==> src/rtl/cordic_pkg.sv <==
// Shared types and elaboration-time helpers for the CORDIC engine:
// operating mode, FSM state encoding, and the fixed-point atan and gain tables.
package cordic_pkg;

    typedef enum logic {ROTATE = 1'b0, VECTOR = 1'b1} cordic_mode_e;

    typedef enum logic [2:0] {
        IDLE   = 3'd0,
        PREROT = 3'd1,
        ITER   = 3'd2,
        SCALE  = 3'd3,
        DONE   = 3'd4
    } cordic_state_e;

    localparam real PI        = 3.14159265358979323846;
    localparam real PI_OVER_2 = PI / 2.0;

    // Tables are derived in 40-bit integer fixed point, then rounded to the target precision.
    localparam int CALC_FB = 40;

    // atan(1/m) by its Taylor series; converges quickly for m >= 2.
    function automatic longint atan_inv(input longint m);
        longint p;
        longint sum;
        sum = 0;
        p = (longint'(1) <<< CALC_FB) / m;
        for (int n = 0; n < 40 && p != 0; n++) begin
            if (n % 2 == 0) sum += p / (2 * n + 1);
            else            sum -= p / (2 * n + 1);
            p = p / (m * m);
        end
        return sum;
    endfunction

    function automatic longint atan_entry(input int i, input int fb);
        longint a;
        if (i == 0) a = 4 * atan_inv(5) - atan_inv(239);
        else        a = atan_inv(longint'(1) <<< i);
        return (a + (longint'(1) <<< (CALC_FB - fb - 1))) >>> (CALC_FB - fb);
    endfunction

    // K = prod 1/sqrt(1+2^-2i): K^2 in 2^30 scale, then integer square root.
    function automatic longint gain_k(input int iters, input int fb);
        longint k2;
        longint v;
        longint r;
        longint t;
        k2 = longint'(1) <<< 30;
        for (int i = 0; i < iters; i++) begin
            if (i < 16) k2 = (k2 <<< (2 * i)) / ((longint'(1) <<< (2 * i)) + 1);
        end
        v = k2 <<< 30;
        r = 0;
        for (int b = 31; b >= 0; b--) begin
            t = r | (longint'(1) <<< b);
            if (t * t <= v) r = t;
        end
        return (r + (longint'(1) <<< (30 - fb - 1))) >>> (30 - fb);
    endfunction

endpackage

==> src/rtl/cordic_atan_rom.sv <==
// Combinational atan(2^-i) lookup, contents computed from cordic_pkg at elaboration.
module cordic_atan_rom
    import cordic_pkg::*;
#(
    parameter int IW         = 18,
    parameter int FB         = 12,
    parameter int ITERATIONS = 14,
    parameter int CW         = 4
) (
    input  logic [CW-1:0]        idx,
    output logic signed [IW-1:0] atan
);

    logic signed [IW-1:0] rom [ITERATIONS];

    generate
        for (genvar gi = 0; gi < ITERATIONS; gi++) begin : g_rom
            assign rom[gi] = IW'(atan_entry(gi, FB));
        end
    endgenerate

    always_comb begin
        atan = '0;
        for (int i = 0; i < ITERATIONS; i++) begin
            if (idx == CW'(i)) atan = rom[i];
        end
    end

endmodule

==> src/rtl/cordic_engine.sv <==
// Iterative CORDIC engine (rotation / vectoring), one operation in flight.
// Define CORDIC_GAIN_COMP_EN to add the SCALE state that removes the CORDIC gain.
module cordic_engine
    import cordic_pkg::*;
#(
    parameter int WIDTH           = 16,
    parameter int FRACTIONAL_BITS = 12,
    parameter int ITERATIONS      = 14,
    parameter int GUARD_BITS      = 2
) (
    input  logic                    clk,
    input  logic                    rst_n,
    input  logic                    in_valid,
    output logic                    in_ready,
    input  logic                    mode,
    input  logic signed [WIDTH-1:0] x_in,
    input  logic signed [WIDTH-1:0] y_in,
    input  logic signed [WIDTH-1:0] z_in,
    output logic                    out_valid,
    input  logic                    out_ready,
    output logic signed [WIDTH-1:0] x_out,
    output logic signed [WIDTH-1:0] y_out,
    output logic signed [WIDTH-1:0] z_out
);

    localparam int IW = WIDTH + GUARD_BITS;
    localparam int CW = $clog2(ITERATIONS + 1);
    localparam int PW = IW + FRACTIONAL_BITS + 3;

    localparam logic [2:0] ST_IDLE   = IDLE;
    localparam logic [2:0] ST_PREROT = PREROT;
    localparam logic [2:0] ST_ITER   = ITER;
    localparam logic [2:0] ST_SCALE  = SCALE;
    localparam logic [2:0] ST_DONE   = DONE;

    localparam logic [CW-1:0]        LAST_IDX = CW'(ITERATIONS - 1);
    localparam logic signed [IW-1:0] PI_FX    = IW'($rtoi(PI * (2 ** FRACTIONAL_BITS) + 0.5));
    localparam logic signed [IW-1:0] PI_2_FX  = IW'($rtoi(PI_OVER_2 * (2 ** FRACTIONAL_BITS) + 0.5));
    localparam logic signed [PW-1:0] OUT_MAX  = PW'((longint'(1) <<< (WIDTH - 1)) - 1);
    localparam logic signed [PW-1:0] OUT_MIN  = PW'(-(longint'(1) <<< (WIDTH - 1)));

    logic [2:0]              state_reg, state_next;
    cordic_mode_e            mode_reg, mode_next;
    logic [CW-1:0]           cnt_reg, cnt_next;
    logic signed [IW-1:0]    x_reg, y_reg, z_reg;
    logic signed [IW-1:0]    x_next, y_next, z_next;
    logic                    in_ready_reg;
    logic signed [WIDTH-1:0] x_out_reg, y_out_reg, z_out_reg;
    logic signed [WIDTH-1:0] x_res, y_res, z_res;
    logic                    out_load;

    logic                    dir_pos;
    logic signed [IW-1:0]    x_shift, y_shift, atan_val;
    logic signed [IW-1:0]    x_iter, y_iter, z_iter;

    function automatic logic signed [WIDTH-1:0] sat(input logic signed [PW-1:0] v);
        if (v > OUT_MAX) return OUT_MAX[WIDTH-1:0];
        if (v < OUT_MIN) return OUT_MIN[WIDTH-1:0];
        return v[WIDTH-1:0];
    endfunction

    cordic_atan_rom #(
        .IW         (IW),
        .FB         (FRACTIONAL_BITS),
        .ITERATIONS (ITERATIONS),
        .CW         (CW)
    ) u_atan_rom (
        .idx  (cnt_reg),
        .atan (atan_val)
    );

    // d = +1 when z >= 0 (rotation) or y < 0 (vectoring).
    assign dir_pos = (mode_reg == VECTOR) ? y_reg[IW-1] : ~z_reg[IW-1];
    assign x_shift = x_reg >>> cnt_reg;
    assign y_shift = y_reg >>> cnt_reg;
    assign x_iter  = dir_pos ? x_reg - y_shift : x_reg + y_shift;
    assign y_iter  = dir_pos ? y_reg + x_shift : y_reg - x_shift;
    assign z_iter  = dir_pos ? z_reg - atan_val : z_reg + atan_val;

`ifdef CORDIC_GAIN_COMP_EN
    localparam logic signed [PW-1:0] K_FX = PW'(gain_k(ITERATIONS, FRACTIONAL_BITS));
    localparam logic signed [PW-1:0] HALF = PW'(longint'(1) <<< (FRACTIONAL_BITS - 1));
    logic signed [PW-1:0] x_scaled, y_scaled;

    assign x_scaled = (PW'(x_reg) * K_FX + HALF) >>> FRACTIONAL_BITS;
    assign y_scaled = (PW'(y_reg) * K_FX + HALF) >>> FRACTIONAL_BITS;
    assign x_res    = sat(x_scaled);
    assign y_res    = sat(y_scaled);
    assign z_res    = sat(PW'(z_reg));
`else
    assign x_res = sat(PW'(x_iter));
    assign y_res = sat(PW'(y_iter));
    assign z_res = sat(PW'(z_iter));
`endif

    always_comb begin
        state_next = state_reg;
        mode_next  = mode_reg;
        cnt_next   = cnt_reg;
        x_next     = x_reg;
        y_next     = y_reg;
        z_next     = z_reg;
        case (state_reg)
            ST_IDLE: begin
                if (in_valid && in_ready_reg) begin
                    state_next = ST_PREROT;
                    mode_next  = cordic_mode_e'(mode);
                    x_next     = IW'(x_in);
                    y_next     = IW'(y_in);
                    z_next     = IW'(z_in);
                end
            end
            ST_PREROT: begin
                state_next = ST_ITER;
                cnt_next   = '0;
                // Fold the operand into the convergence range of the iterations.
                if (mode_reg == ROTATE) begin
                    if (z_reg > PI_2_FX) begin
                        x_next = -x_reg;
                        y_next = -y_reg;
                        z_next = z_reg - PI_FX;
                    end else if (z_reg < -PI_2_FX) begin
                        x_next = -x_reg;
                        y_next = -y_reg;
                        z_next = z_reg + PI_FX;
                    end
                end else if (x_reg[IW-1]) begin
                    x_next = -x_reg;
                    y_next = -y_reg;
                    z_next = y_reg[IW-1] ? z_reg - PI_FX : z_reg + PI_FX;
                end
            end
            ST_ITER: begin
                x_next   = x_iter;
                y_next   = y_iter;
                z_next   = z_iter;
                cnt_next = cnt_reg + CW'(1);
                if (cnt_reg == LAST_IDX) begin
`ifdef CORDIC_GAIN_COMP_EN
                    state_next = ST_SCALE;
`else
                    state_next = ST_DONE;
`endif
                end
            end
            ST_SCALE: state_next = ST_DONE;
            ST_DONE: begin
                if (out_ready) state_next = ST_IDLE;
            end
            default: state_next = ST_IDLE;
        endcase
    end

    assign out_load = (state_next == ST_DONE) && (state_reg != ST_DONE);

    always_ff @(posedge clk or negedge rst_n) begin
        if (!rst_n) begin
            state_reg    <= ST_IDLE;
            mode_reg     <= ROTATE;
            cnt_reg      <= '0;
            x_reg        <= '0;
            y_reg        <= '0;
            z_reg        <= '0;
            in_ready_reg <= 1'b0;
            x_out_reg    <= '0;
            y_out_reg    <= '0;
            z_out_reg    <= '0;
        end else begin
            state_reg    <= state_next;
            mode_reg     <= mode_next;
            cnt_reg      <= cnt_next;
            x_reg        <= x_next;
            y_reg        <= y_next;
            z_reg        <= z_next;
            in_ready_reg <= (state_next == ST_IDLE);
            if (out_load) begin
                x_out_reg <= x_res;
                y_out_reg <= y_res;
                z_out_reg <= z_res;
            end
        end
    end

    assign in_ready  = in_ready_reg;
    assign out_valid = (state_reg == ST_DONE);
    assign x_out     = x_out_reg;
    assign y_out     = y_out_reg;
    assign z_out     = z_out_reg;

endmodule
==> config.mk <==
export PLATFORM = sky130hd
export DESIGN_NAME = cordic_engine
export DESIGN_NICKNAME = d
export VERILOG_FILES = /design/src/rtl/cordic_pkg.sv /design/src/rtl/cordic_atan_rom.sv /design/src/rtl/cordic_engine.sv
export SDC_FILE = /design/constraint.sdc
export NUM_CORES = 1
export LEC_CHECK = 0
export CAP_MARGIN = 20
export CORE_MARGIN = 8
export CORE_UTILIZATION = 65
export DETAILED_ROUTE_END_ITERATION = 6
export PLACE_DENSITY = 0.89
export SYNTH_ARGS = -nofsm -noshare
export SYNTH_HDL_FRONTEND = slang
export SYNTH_HIERARCHICAL = 1
export SYNTH_SLANG_ARGS = --single-unit
==> constraint.sdc <==
create_clock -name clk -period 12.13 [get_ports clk]
set_input_delay 1.8195 -clock clk [delete_from_list [all_inputs] [get_ports clk]]
set_output_delay 1.8195 -clock clk [all_outputs]
set_load 0.01 [all_outputs]
==> impl_results.md <==
- Status: finished with violations
- Failing checks: design-rule violations
- TNS Setup: 0 ns
- Row count: slightly below 50
- Initial antenna violation count: 1
- Hold_sp: y_out[15]$_DFFE_PN0P_
- Hold crit path type: reg -> reg
- Top cells by area, synth: dfrtp_1 23%, ha_1 6.5%, xnor2_1 5.4%
- Tightest Pin Transition: 1.12 ns
- Critical path data arrival time: between 6 and 7 ns
- Setup CP Type: reg -> reg
- Hold_ws: roughly 0.5 ns
- Clock skew: 0.0199 ns
- Final WL: 37600 um
- Final worst-path cycle share: 0.502
- Top delay family on crit path: simple AND/OR/NAND/NOR gates
- Slowest cell delay on critical path: around 1.1 ns
- Drc violations: 9
- Mapped Avg Cell Area: between 8 and 9 um^2
- Crit Path Max Fanout: 56
- Share of cells above drive strength 1: 0.0667
- Placement Setup Slack: 6.07 ns
- Ys async rst share: 1.00
- Post_cts resized: 0
- Die ar.: 0.0229 mm^2
- I/O Buffers: 102
- CP required: 12.37 ns
- Avg Vias per Cell: 7.17
- Worst-skew pair later-pin latency: 0.38 ns
- Total GRT Usage: 0.325
- Bufs and invs on worst path: 0
- CTS tree: yes
- Hold path depth: 2
- R2R cell count: 18
- Post-DP HPWL: ~27000 um
- Setup Buffers After CTS: 0
- Synth Instances: 1474
- Synth Register Bits: 111
- DR vias: 12.4k
- FMAX: 0.164 GHz
- Cell area after synthesis: 0.0119 mm^2
- Post-CTS Hold Fix Bufs: 0
- Largest net degree at the start of global routing: between 60 and 70
- Most frequent CP cell: nand2_1
- Drt wl/cell: 21.8 um
- CP max-delay cell: dfrtp_2
- RSZ-0062 raised after global routing: false
- Worst r2r dst: x_out[1]$_DFFE_PN0P_
- Antenna viol nets, final: 0
- Setup ws final: 6.04 ns
- Yosys warnings: 6
- Reg2Reg Setup Slack: 6.04 ns
- Most common cell in the netlist: nor2_1
- Core area: 0.0180 mm^2
- H-Tree Depth: 3
- Final Critical Period: ~6.1 ns
- Initial Utilization: 0.662
- CTS Buffer Depth: 2
- First-pass DRT Iterations: 7
- WHS Endpoint: y_out[15]$_DFFE_PN0P_
- Clock-pin slew on the worst setup and hold paths: 0.10 ns
- CTS sink count: approximately 110
- Initial DRC Count: 1905
- Startpoint Class: flip-flop
- # setup viols final: 0
- Number of max-cap violations: 0
- P&R area growth vs syn: 10.7%
- Critical path, cell by cell: mux4_2 > mux2i_1 > mux2i_1 > nor3_1 > nand4_1 > nor4_1 > a21oi_1 > xor2_1 > ha_1 > nand2_1 > nor2_1 > o211ai_1 > nand3b_1 > nand2_1 > o22ai_1 > nand2_1 > a31oi_2 > a211oi_1
- Height of the die: 151 um
- Top cells by count, synth: 165 x nor2_1, 137 x nand2_1, 114 x a21oi_1
- Fin. Hold Viols: 0
- Nature of the critical path endpoint: flip-flop
- Clock root cell: clkbuf_16
- R2R Path Start: cnt_reg[3]$_DFFE_PN0N_
- Predominant post-synthesis flop cell: dfrtp_1
- Nets: 1612
- Max_slew headroom: 0.254
- Final Wtd Congestion: 0.967
- Clock buffer count from CTS: 9
- GRT Residual Overflow: 0
- Distinct cells, synth: 89
- Global-route wire length before repair: 60000 um
- Chip Width: 151 um
- Number of global-route vias before repair: 11.6k
- Final Max Slew Viols: 0
- Number of flops mapped to enable cells by yosys: 0
- IO Pins: 103
- Sequential cell area fraction in the yosys report: 0.233
- Area share of the largest cell type after synthesis: 0.233
- Post-synth top area cell: dfrtp_1
- Core Util, Final: 0.734
## layout by cell type (no fill, tap or decap), drive strengths merged, types with 12 or more instances in the layout
cell type,instances
nor2,165
nand2,137
a21oi,115
o21ai,112
dfrtp,111
clkdlybuf4s50,101
xnor2,75
ha,62
inv,46
xor2,44
nor3,38
a222oi,31
mux2i,30
mux4,28
nand3,25
a221o,25
a31oi,20
nand2b,19
o21a,17
buf,17
nor2b,16
a21o,15
o22ai,14
and3,13
or3,13
nor4,13
mux2,12
o211ai,12
o31ai,12
## worst min-delay path: cells and delay by family (launching register included)
family	cells	cell delay, ns
flip-flops	1	0.36
AND/OR/NAND/NOR	2	0.11
## metal layers
layer,GRT usage,wire length (um),up-vias
met5,0,0,-
met4,0.151,1640,0
met3,0.0592,4220,151
met2,0.525,17400,878
met1,0.416,14400,5845
li1,-,-,5525
## cell families (layout without fill, tap and decap cells)
kind of cell | count (synthesis) | after routing | synth area share
buffers and inverters | 155 | 175 | 0.0578
other | 1 | 7 | 0.000315
flip-flops | 111 | 111 | 0.233
AND/OR/NAND/NOR | 482 | 482 | 0.189
adder cells (fa/ha/maj) | 65 | 65 | 0.0702
XOR/XNOR | 119 | 119 | 0.0882
AO/OA/AOI/OAI | 471 | 471 | 0.270
multiplexers | 70 | 70 | 0.0908
## through the flow
stage	cells	instance area, um^2
floorplan	1479	11900
global placement	1711	12800
detailed placement	1711	12800
CTS	1727	13200
global route	1728	13200
finish	1729	13200
## worst max-delay path by stage
stage | from | endpoint | slack [ns] | cells past startpoint
finish | cnt_reg[3]$_DFFE_PN0N_ | x_out[1]$_DFFE_PN0P_ | 6.04 | 18
global route | cnt_reg[3]$_DFFE_PN0N_ | x_out[3]$_DFFE_PN0P_ | 5.63 | 18
CTS | cnt_reg[3]$_DFFE_PN0N_ | z_out[11]$_DFFE_PN0P_ | 6.02 | 18
detailed placement | cnt_reg[3]$_DFFE_PN0N_ | z_out[11]$_DFFE_PN0P_ | 6.07 | 18
global placement | cnt_reg[3]$_DFFE_PN0N_ | z_out[11]$_DFFE_PN0P_ | 6.18 | 18
floorplan | cnt_reg[1]$_DFFE_PN0N_ | x_out[9]$_DFFE_PN0P_ | 7.04 | 23
## final cells by class
class / count / area, um^2
clock inverters: 7 / 97.6
diodes: 1 / 2.50
clock buffers: 9 / 225
fillers: 1373 / 4790
flip-flops and latches: 111 / 2780
multi-input cells: 1213 / 8490
inverters: 41 / 154
repair buffers: 118 / 1140
well taps: 229 / 287
Power is not shown: default switching activity piles up to over one toggle a cycle in this logic, so the estimate is an artifact.
